### src/rtl/ieee488_host_port.sv
// IEEE-488 controller byte engine: drives ATN/IFC, sources command/data bytes
// with the three-wire handshake, and accepts bytes as a listener when rx_en is set.
module ieee488_host_port #(
    parameter int SETTLE  = 8,
    parameter int TIMEOUT = 16000,
    parameter int IFC_LEN = 1600
) (
    input  logic       clk,
    input  logic       reset_n,
    input  logic       ce,
    input  logic       tx_valid,
    output logic       tx_ready,
    input  logic [7:0] tx_data,
    input  logic       tx_eoi,
    input  logic       tx_atn,
    input  logic       atn_release,
    input  logic       ifc_req,
    input  logic       rx_en,
    output logic       rx_valid,
    input  logic       rx_ready,
    output logic [7:0] rx_data,
    output logic       rx_eoi,
    output logic       err_nodev,
    output logic       err_timeout,
    input  logic [7:0] ieee_data_i,
    input  logic       ieee_dav_i,
    input  logic       ieee_eoi_i,
    input  logic       ieee_nrfd_i,
    input  logic       ieee_ndac_i,
    input  logic       ieee_atn_i,
    output logic [7:0] ieee_data_o,
    output logic       ieee_dav_o,
    output logic       ieee_eoi_o,
    output logic       ieee_nrfd_o,
    output logic       ieee_ndac_o,
    output logic       ieee_atn_o,
    output logic       ieee_ifc_o
);
    localparam int CNT_W = $clog2(TIMEOUT + 1);
    localparam int IFC_W = $clog2(IFC_LEN + 1);

    typedef enum logic [2:0] {S_IDLE, S_SETTLE, S_WAIT_RFD, S_WAIT_DAC, S_DONE} src_state_t;
    typedef enum logic [1:0] {A_OFF, A_READY, A_ACCEPT, A_HOLD} acc_state_t;

    logic [12:0] sync1_q, sync2_q;
    logic [7:0]  data_s;
    logic        dav_s, eoi_s, nrfd_s, ndac_s, atn_s;

    src_state_t       src_state_q, src_state_d;
    logic [CNT_W-1:0] src_cnt_q, src_cnt_d;
    logic [7:0]       tx_byte_q, tx_byte_d;
    logic             tx_eoi_q, tx_eoi_d;
    logic             atn_q, atn_d, dav_q, dav_d, eoi_q, eoi_d, drive_q, drive_d;
    logic             src_nodev, src_to;

    acc_state_t       acc_state_q, acc_state_d;
    logic [CNT_W-1:0] acc_cnt_q, acc_cnt_d;
    logic             rx_valid_q, rx_valid_d, rx_eoi_q, rx_eoi_d;
    logic [7:0]       rx_data_q, rx_data_d;
    logic             nrfd_q, ndac_q, acc_to;

    logic             ifc_active_q, ifc_active_d;
    logic [IFC_W-1:0] ifc_cnt_q, ifc_cnt_d;
    logic             err_nodev_q, err_timeout_q;

    assign {data_s, dav_s, eoi_s, nrfd_s, ndac_s, atn_s} = sync2_q;

    always_comb begin
        ifc_active_d = ifc_active_q;
        ifc_cnt_d    = ifc_cnt_q;
        if (ifc_req) begin
            ifc_active_d = 1'b1;
            ifc_cnt_d    = '0;
        end else if (ifc_active_q && ce) begin
            if (ifc_cnt_q == IFC_W'(IFC_LEN - 1)) ifc_active_d = 1'b0;
            else                                  ifc_cnt_d    = ifc_cnt_q + IFC_W'(1);
        end
    end

    // NOTE: every variable gets a default before the case so no path leaves it unassigned (no latches).
    always_comb begin
        src_state_d = src_state_q;
        src_cnt_d   = src_cnt_q;
        tx_byte_d   = tx_byte_q;
        tx_eoi_d    = tx_eoi_q;
        atn_d       = atn_q;
        dav_d       = dav_q;
        eoi_d       = eoi_q;
        drive_d     = drive_q;
        src_nodev   = 1'b0;
        src_to      = 1'b0;
        tx_ready    = 1'b0;
        unique case (src_state_q)
            S_IDLE: begin
                tx_ready = ~rx_en & ~ifc_active_q;
                if (tx_valid && tx_ready) begin
                    tx_byte_d   = tx_data;
                    tx_eoi_d    = tx_eoi;
                    atn_d       = tx_atn;
                    drive_d     = 1'b1;
                    src_cnt_d   = '0;
                    src_state_d = S_SETTLE;
                end else if (atn_release || (rx_en && acc_state_q == A_OFF)) begin
                    atn_d = 1'b0;
                end
            end
            S_SETTLE: if (ce) begin
                if (src_cnt_q == CNT_W'(SETTLE - 1)) begin
                    src_cnt_d   = '0;
                    src_state_d = S_WAIT_RFD;
                end else src_cnt_d = src_cnt_q + CNT_W'(1);
            end
            S_WAIT_RFD: begin
                if (nrfd_s && ndac_s) begin
                    src_nodev   = 1'b1;
                    drive_d     = 1'b0;
                    src_state_d = S_DONE;
                end else if (nrfd_s) begin
                    dav_d       = 1'b1;
                    eoi_d       = tx_eoi_q;
                    src_cnt_d   = '0;
                    src_state_d = S_WAIT_DAC;
                end else if (ce) begin
                    if (src_cnt_q == CNT_W'(TIMEOUT - 1)) src_to = 1'b1;
                    else src_cnt_d = src_cnt_q + CNT_W'(1);
                end
            end
            S_WAIT_DAC: begin
                if (ndac_s) begin
                    dav_d       = 1'b0;
                    eoi_d       = 1'b0;
                    drive_d     = 1'b0;
                    src_state_d = S_DONE;
                end else if (ce) begin
                    if (src_cnt_q == CNT_W'(TIMEOUT - 1)) src_to = 1'b1;
                    else src_cnt_d = src_cnt_q + CNT_W'(1);
                end
            end
            S_DONE:  src_state_d = S_IDLE;
            default: src_state_d = S_IDLE;
        endcase
        // An aborted handshake drops everything the source owns, ATN included.
        if (src_to) begin
            dav_d       = 1'b0;
            eoi_d       = 1'b0;
            drive_d     = 1'b0;
            atn_d       = 1'b0;
            src_state_d = S_DONE;
        end
        if (ifc_active_q) begin
            dav_d       = 1'b0;
            eoi_d       = 1'b0;
            drive_d     = 1'b0;
            atn_d       = 1'b0;
            src_state_d = S_IDLE;
        end
    end

    always_comb begin
        acc_state_d = acc_state_q;
        acc_cnt_d   = acc_cnt_q;
        rx_valid_d  = rx_valid_q & ~rx_ready;
        rx_data_d   = rx_data_q;
        rx_eoi_d    = rx_eoi_q;
        acc_to      = 1'b0;
        unique case (acc_state_q)
            A_OFF:   if (rx_en && src_state_q == S_IDLE) acc_state_d = A_HOLD;
            A_HOLD:  if (!rx_valid_q) acc_state_d = A_READY;
            // Bytes are only taken from a talker while our own ATN is off the bus.
            A_READY: if (!dav_s && atn_s) begin
                rx_data_d   = ~data_s;
                rx_eoi_d    = ~eoi_s;
                rx_valid_d  = 1'b1;
                acc_cnt_d   = '0;
                acc_state_d = A_ACCEPT;
            end
            A_ACCEPT: begin
                if (dav_s) acc_state_d = A_HOLD;
                else if (ce) begin
                    if (acc_cnt_q == CNT_W'(TIMEOUT - 1)) begin
                        acc_to      = 1'b1;
                        acc_state_d = A_HOLD;
                    end else acc_cnt_d = acc_cnt_q + CNT_W'(1);
                end
            end
            default: acc_state_d = A_OFF;
        endcase
        if (!rx_en || ifc_active_q) acc_state_d = A_OFF;
    end

    // NOTE: sequential state uses non-blocking assignments only, so every flop sees pre-edge values.
    always_ff @(posedge clk or negedge reset_n) begin
        if (!reset_n) begin
            sync1_q       <= '1;
            sync2_q       <= '1;
            src_state_q   <= S_IDLE;
            src_cnt_q     <= '0;
            tx_byte_q     <= '0;
            tx_eoi_q      <= 1'b0;
            atn_q         <= 1'b0;
            dav_q         <= 1'b0;
            eoi_q         <= 1'b0;
            drive_q       <= 1'b0;
            acc_state_q   <= A_OFF;
            acc_cnt_q     <= '0;
            rx_valid_q    <= 1'b0;
            rx_data_q     <= '0;
            rx_eoi_q      <= 1'b0;
            nrfd_q        <= 1'b0;
            ndac_q        <= 1'b0;
            ifc_active_q  <= 1'b0;
            ifc_cnt_q     <= '0;
            err_nodev_q   <= 1'b0;
            err_timeout_q <= 1'b0;
        end else begin
            sync1_q       <= {ieee_data_i, ieee_dav_i, ieee_eoi_i, ieee_nrfd_i, ieee_ndac_i, ieee_atn_i};
            sync2_q       <= sync1_q;
            src_state_q   <= src_state_d;
            src_cnt_q     <= src_cnt_d;
            tx_byte_q     <= tx_byte_d;
            tx_eoi_q      <= tx_eoi_d;
            atn_q         <= atn_d;
            dav_q         <= dav_d;
            eoi_q         <= eoi_d;
            drive_q       <= drive_d;
            acc_state_q   <= acc_state_d;
            acc_cnt_q     <= acc_cnt_d;
            rx_valid_q    <= rx_valid_d;
            rx_data_q     <= rx_data_d;
            rx_eoi_q      <= rx_eoi_d;
            nrfd_q        <= (acc_state_d == A_HOLD) || (acc_state_d == A_ACCEPT);
            ndac_q        <= (acc_state_d == A_HOLD) || (acc_state_d == A_READY);
            ifc_active_q  <= ifc_active_d;
            ifc_cnt_q     <= ifc_cnt_d;
            err_nodev_q   <= src_nodev;
            err_timeout_q <= src_to | acc_to;
        end
    end

    assign ieee_data_o = drive_q ? ~tx_byte_q : 8'hFF;
    assign ieee_dav_o  = ~dav_q;
    assign ieee_eoi_o  = ~eoi_q;
    assign ieee_atn_o  = ~atn_q;
    assign ieee_nrfd_o = ~nrfd_q;
    assign ieee_ndac_o = ~ndac_q;
    assign ieee_ifc_o  = ~ifc_active_q;
    assign rx_valid    = rx_valid_q;
    assign rx_data     = rx_data_q;
    assign rx_eoi      = rx_eoi_q;
    assign err_nodev   = err_nodev_q;
    assign err_timeout = err_timeout_q;
endmodule

### config.mk
export PLATFORM = sky130hd
export DESIGN_NAME = ieee488_host_port
export DESIGN_NICKNAME = d
export VERILOG_FILES = /design/src/rtl/ieee488_host_port.sv
export SDC_FILE = /design/constraint.sdc
export NUM_CORES = 1
export LEC_CHECK = 0
export ABC_CLOCK_PERIOD_IN_PS = 2070
export BUFFER_PORTS_ARGS = -buffer_cell sky130_fd_sc_hd__buf_2
export CAP_MARGIN = 20
export CORE_MARGIN = 3
export CORE_UTILIZATION = 52
export CTS_CLUSTER_SIZE = 28
export DETAILED_ROUTE_END_ITERATION = 12
export GPL_ROUTABILITY_DRIVEN = 0
export PLACE_DENSITY = 0.76
export SLEW_MARGIN = 10
export SYNTH_ARGS = -nofsm -noshare
export SYNTH_HDL_FRONTEND = slang
export SYNTH_SLANG_ARGS = --single-unit
### constraint.sdc
create_clock -name clk -period 2.07 [get_ports clk]
set_clock_uncertainty 0.2 [all_clocks]
set_input_delay 0.621 -clock clk [delete_from_list [all_inputs] [get_ports clk]]
set_output_delay 0.621 -clock clk [all_outputs]
set_load 0.1 [all_outputs]
-- Word-level counts from Yosys, hierarchy flattened
Cells that the tools add are included.
- output and inout bits: 27
- register bits: 98
- logic and storage cells: 174
- input bits: 31
- add/sub/neg operators: 3
- mux-type cells: 74
- reduce and logical (&&, ||, !) cells: 32
- bitwise logic cells: 14
- equal/unequal tests: 30
- operator list (kind ; count):
    14-bit two-way mux ; 12
    14-bit one-hot mux with 4 select lines ; 1
    1-bit two-way mux ; 35
    11-bit two-way mux ; 3
    14-bit by 1-bit adder with 14-bit output (second input constant) ; 2
    14-bit equality test (second input constant) ; 2
    4-bit != test (second input constant) ; 7
    14-bit one-hot mux with 2 select lines ; 1
    3-bit two-way mux ; 8
    2-bit != test (second input constant) ; 9
    8-bit NOT ; 2
    5-bit AND reduction ; 3
    14-bit by 3-bit equality test with 1-bit output (second input constant) ; 1
    2-bit two-way mux ; 7
    3-bit one-hot mux with 4 select lines ; 1
    4-bit nonzero test ; 3
    11-bit by 1-bit adder with 11-bit output (second input constant) ; 1
    11-bit equality test (second input constant) ; 1
    2-bit AND reduction ; 5
    1-bit NOT ; 9
    2-bit equality test (second input constant) ; 4
    8-bit two-way mux ; 1
    2-bit one-hot mux with 4 select lines ; 1
    4-bit AND reduction ; 2
    other kinds (16) ; 32

-- Depth between registers and ports, before layout
- depth in word-level cells: 8
- depth in mapped cells: 7

-- Worst setup path before layout
OpenSTA, ideal clock, no wires.
- path type: register to output
- from: reg src_state_q[2]
- to: out tx_ready
- arrival time: 2.894 ns
- cell stages (with the launch flop): 4
- path buffers: 1
- setup slack: -1.645 ns
- cells stage by stage: dfrtp_1 buf_2 or3_1 nor3_1
- cells in the longest elaborated chain, start to end: 2
- ends and longest elaborated chain (what ; RTL line ; text):
    from (decl) ; 49 ; src_state_t src_state_q, src_state_d;
    from (signal assigned) ; 218 ; src_state_q <= src_state_d;
    3-bit zero test ; 93 ; unique case (src_state_q)
    1-bit two-way mux ; 93 ;
    to (decl) ; 12 ; output logic tx_ready,
Every way passes these cells.

-- Worst setup path in the final report
- from: reg src_state_q[0]
- to: out tx_ready
The elaborated chain is that of the path after synthesis.

==> impl_metrics.env <==
export IMPL_min_period_ns=2.55
export IMPL_fin_crit_sh_pct=123
export IMPL_synth_fa_ha_area_share_pct=0.832
export IMPL_clk_pin_slew_ns=0.11
export IMPL_clk_latency_ns=0.38
export IMPL_die_w_um=99.1
export IMPL_synth_xor_area_share_pct=3.69
export IMPL_placed_cell_area_sq_mm=0.00567
export IMPL_slowest_delay_ns=0.43
export IMPL_utilization_pct=76.0
export IMPL_syn_num_nets=471
export IMPL_place_hpwl_um=7830
export IMPL_vias=4091
export IMPL_ff_latch_area_sq_mm=0.00246
export IMPL_antenna_found_initial=0
export IMPL_std_cell_rows=33
export IMPL_gr_total_overflow=0
export IMPL_slowest_stage="dfrtp_1"
export IMPL_synth_top_family_by_area="simple AND/OR/NAND/NOR gates"
export IMPL_cts_sinks=97
export IMPL_htreeDepth=3
export IMPL_path_delay_family="simple AND/OR/NAND/NOR gates"
export IMPL_synth_edf_count=0
export IMPL_diodes=0
export IMPL_end_kind="output pin"
export IMPL_post_synth_cell_area_avg_sq_um=10.3
export IMPL_status="finished with violations"
export IMPL_drt_total_wl_um=12300
export IMPL_cap_violations=0
export IMPL_syn_cell_area_sq_mm=0.00451
export IMPL_ys_warn_count=0
export IMPL_nFillCells=509
export IMPL_grt_usage_pct=24.0
export IMPL_die_h_um=99.1
export IMPL_arrival_ns=1.73
export IMPL_drive_gt1_share_pct=44.7
export IMPL_worst_path_max_fanout=3
export IMPL_setup_viol_count_final=19
export IMPL_numCtsBuffers=9
export IMPL_hold_class="input port to flip-flop"
export IMPL_final_hold_violation_count=0
export IMPL_cp_start_kind="flip-flop"
export IMPL_grt_max_degree=32
export IMPL_cts_root_buf="clkbuf_8"
export IMPL_total_power_w=0.00346
export IMPL_multi_input_area_sq_mm=0.00220
export IMPL_synth_seq_cells=97
export IMPL_instances_no_fill=689
export IMPL_cp_required_ns=1.25
export IMPL_viasPerCell=5.94
export IMPL_fin_ws_ns=-0.480
export IMPL_muxShareOfSynthArea_pct=2.69
export IMPL_area_growth_pct=39.9
export IMPL_yosys_area_top_type="dfrtp_1"
export IMPL_yosys_top_cells_area="dfrtp_1 39%, dfstp_2 15%, nand2_1 3.9%, o21ai_0 3.2%, nor2_1 3.2%"
export IMPL_floorplan_initialDensity_pct=54.3
export IMPL_drt_initial_drc_count=329
export IMPL_ir_drop_mv=0.378
export IMPL_die_area_sq_mm=0.00982
export IMPL_drc=0
export IMPL_async_flop_share_pct=100
export IMPL_design_area_sq_mm=0.00631
export IMPL_portBuffers=57
export IMPL_relSlewSlack_pct=66.6
export IMPL_worstSetupPathType="flip-flop to output pin"
export IMPL_synth_cell_types=64
export IMPL_netlist_instances=437
export IMPL_dp_cells=657
export IMPL_final_net_count=613
export IMPL_fmax_ghz=0.392
export IMPL_core_area_sq_mm=0.00830
export IMPL_crit_buf_inv=2
export IMPL_grt_setup_unrepaired="yes"
export IMPL_tightest_slew_ns=0.488
export IMPL_synthSimpleGateAreaFrac_pct=19.9
export IMPL_grt_pass1_wl_um=19000
export IMPL_p_per_area_mw_per_mm2=549
export IMPL_pin_count=58
export IMPL_synth_seq_area_share_pct=54.6
export IMPL_synth_ff_type="dfrtp_1"
export IMPL_wl_per_cell_um=17.8
export IMPL_power_leakage_nw=2.78
export IMPL_violations="setup timing"
export IMPL_clk_path_buf_depth=2
export IMPL_first_global_vias=4093
export IMPL_dr_pass1_iters=5
export IMPL_synth_top_area_share_pct=39.4
export IMPL_critical_path_cell_chain="buf_4 -> or3_4 -> nor3_4 -> buf_12"
export IMPL_drv_slew=0
export IMPL_synth_compound_area_share_pct=15.2
export IMPL_setup_tns_ns=-4.54
export IMPL_cts_tree="built"
export IMPL_ant_nets=0
[path summary, 6_finish.rpt]
| path | slack [ns] | start | cells past startpoint | end |
|---|---|---|---|---|
| max | -0.48 | src_state_q[0] | 4 | tx_ready |
| max in group asynchronous | 0.58 | reset_n | 3 | sync2_q[4] |
| min in group asynchronous | 0.54 | reset_n | 2 | ifc_cnt_q[8] |
| min reg2reg | 0.16 | sync1_q[12] | 0 | sync2_q[12] |
| max reg2reg | -0.38 | src_state_q[0] | 8 | src_cnt_q[2] |
| min | 0.13 | ieee_data_i[5] | 1 | sync1_q[10] |
[metrics by stage]
step | hold slack (ns) | setup slack (ns)
5_1_grt | 0.100 | -0.498
3_3_place_gp | 0.146 | -0.332
6_report | 0.126 | -0.480
3_5_place_dp | 0.147 | -0.366
4_1_cts | 0.117 | -0.445
2_1_floorplan | 0.125 | -0.389
[synth_stat cells (3+ instances only)]
cell type  count
o21ai_0       29
nand2_1       47
dfstp_2       26
a22oi_1        3
a31oi_1        5
or4_1          6
ha_1           3
or3b_1         3
nor3_1        11
xnor2_1       14
nand4_1       10
inv_1         17
nand2b_1       4
nand3_1       14
a211oi_1       3
dfrtp_1       71
mux2_2         9
a41oi_1        4
o31ai_1        5
nor4_1         7
xor2_1         5
buf_2          7
clkbuf_1      10
and2_1         6
a21oi_1       21
or2_2          3
nor2_1        38
a311oi_1       3
nor3b_1        3
and3_1         7
[where the power goes]
| part | total [W] | internal [W] | switching [W] | leakage (nW) |
|---|---|---|---|---|
| Combinational | 0.000207 | 0.0000895 | 0.000117 | 1.46 |
| Sequential | 0.00198 | 0.00195 | 0.0000256 | 1.22 |
| Clock | 0.00127 | 0.000486 | 0.000787 | 0.103 |
[registers in the layout, indices dropped and copies added (netlist names)]
signal	flops
err_nodev	1
atn_q	1
nrfd_q	1
acc_cnt_q	14
ifc_cnt_q	11
sync2_q	13
dav_q	1
eoi_q	1
tx_eoi_q	1
src_state_q	3
err_timeout	1
sync1_q	13
rx_valid	1
drive_q	1
rx_eoi	1
src_cnt_q	14
acc_state_q	1
rx_data	8
ifc_active_q	1
tx_byte_q	8
ndac_q	1
[final cells by class]
cell class                 count  share of cell area, %
inverter                      17                   1.01
multi-input combinational    305                   34.8
clock inverter                 7                   1.29
clock buffer                   9                   1.96
tap                          105                   2.08
timing repair buffer         149                   19.8
sequential                    97                   39.0
[routing by layer]
metal | vias up | GRT usage [%] | share of wire [%]
met5 | - | 0 | 0
met4 | 0 | 7.35 | 2.1
met3 | 35 | 6.66 | 8.1
met2 | 198 | 39.9 | 50
met1 | 2006 | 30.6 | 40
li1 | 1852 | - | -
[cells by family (layout without fill, tap and decap cells)]
kind of cell               after synthesis  after routing
buffers and inverters                   35            182
muxes                                   11             11
DFF                                     97             97
adders and majority gates                3              3
AOI/OAI and AO/OA                      100            100
xor gates and xnor gates                19             19
and+or+nand+nor                        172            172
[worst reg2reg max path: stages (launching register included)]
cell and delay [ns]:
dfrtp_1 0.43, buf_4 0.15, buf_6 0.11, or4b_4 0.54, a221oi_4 0.36, o21ai_2 0.14
buf_4 0.16, a31oi_1 0.14, mux2i_1 0.10
[cell usage in the layout, fill, tap and decap left out, types with 9 or more instances in the layout]
cell      instances
a21oi_1          17
buf_12           15
buf_2            40
buf_4            80
buf_6            11
clkbuf_8          9
dfrtp_1          69
dfstp_2          26
inv_1            15
mux2_2            9
nand2_1          42
nand3_1          11
nand4_1          10
nor2_1           34
nor3_1            9
o21ai_0          21
xnor2_1          14
[repair_timing]
| item | CTS | global route |
|---|---|---|
| gates resized for setup | 34 | 47 |
| buffers inserted | 7 | 8 |
| pin swaps | 5 | 13 |
| endpoints found under the hold margin | 24 | 0 |
| endpoints found under the setup margin | 32 | 37 |
| hold buffers | 1 | 0 |
Power figures use the tool's default switching activity.
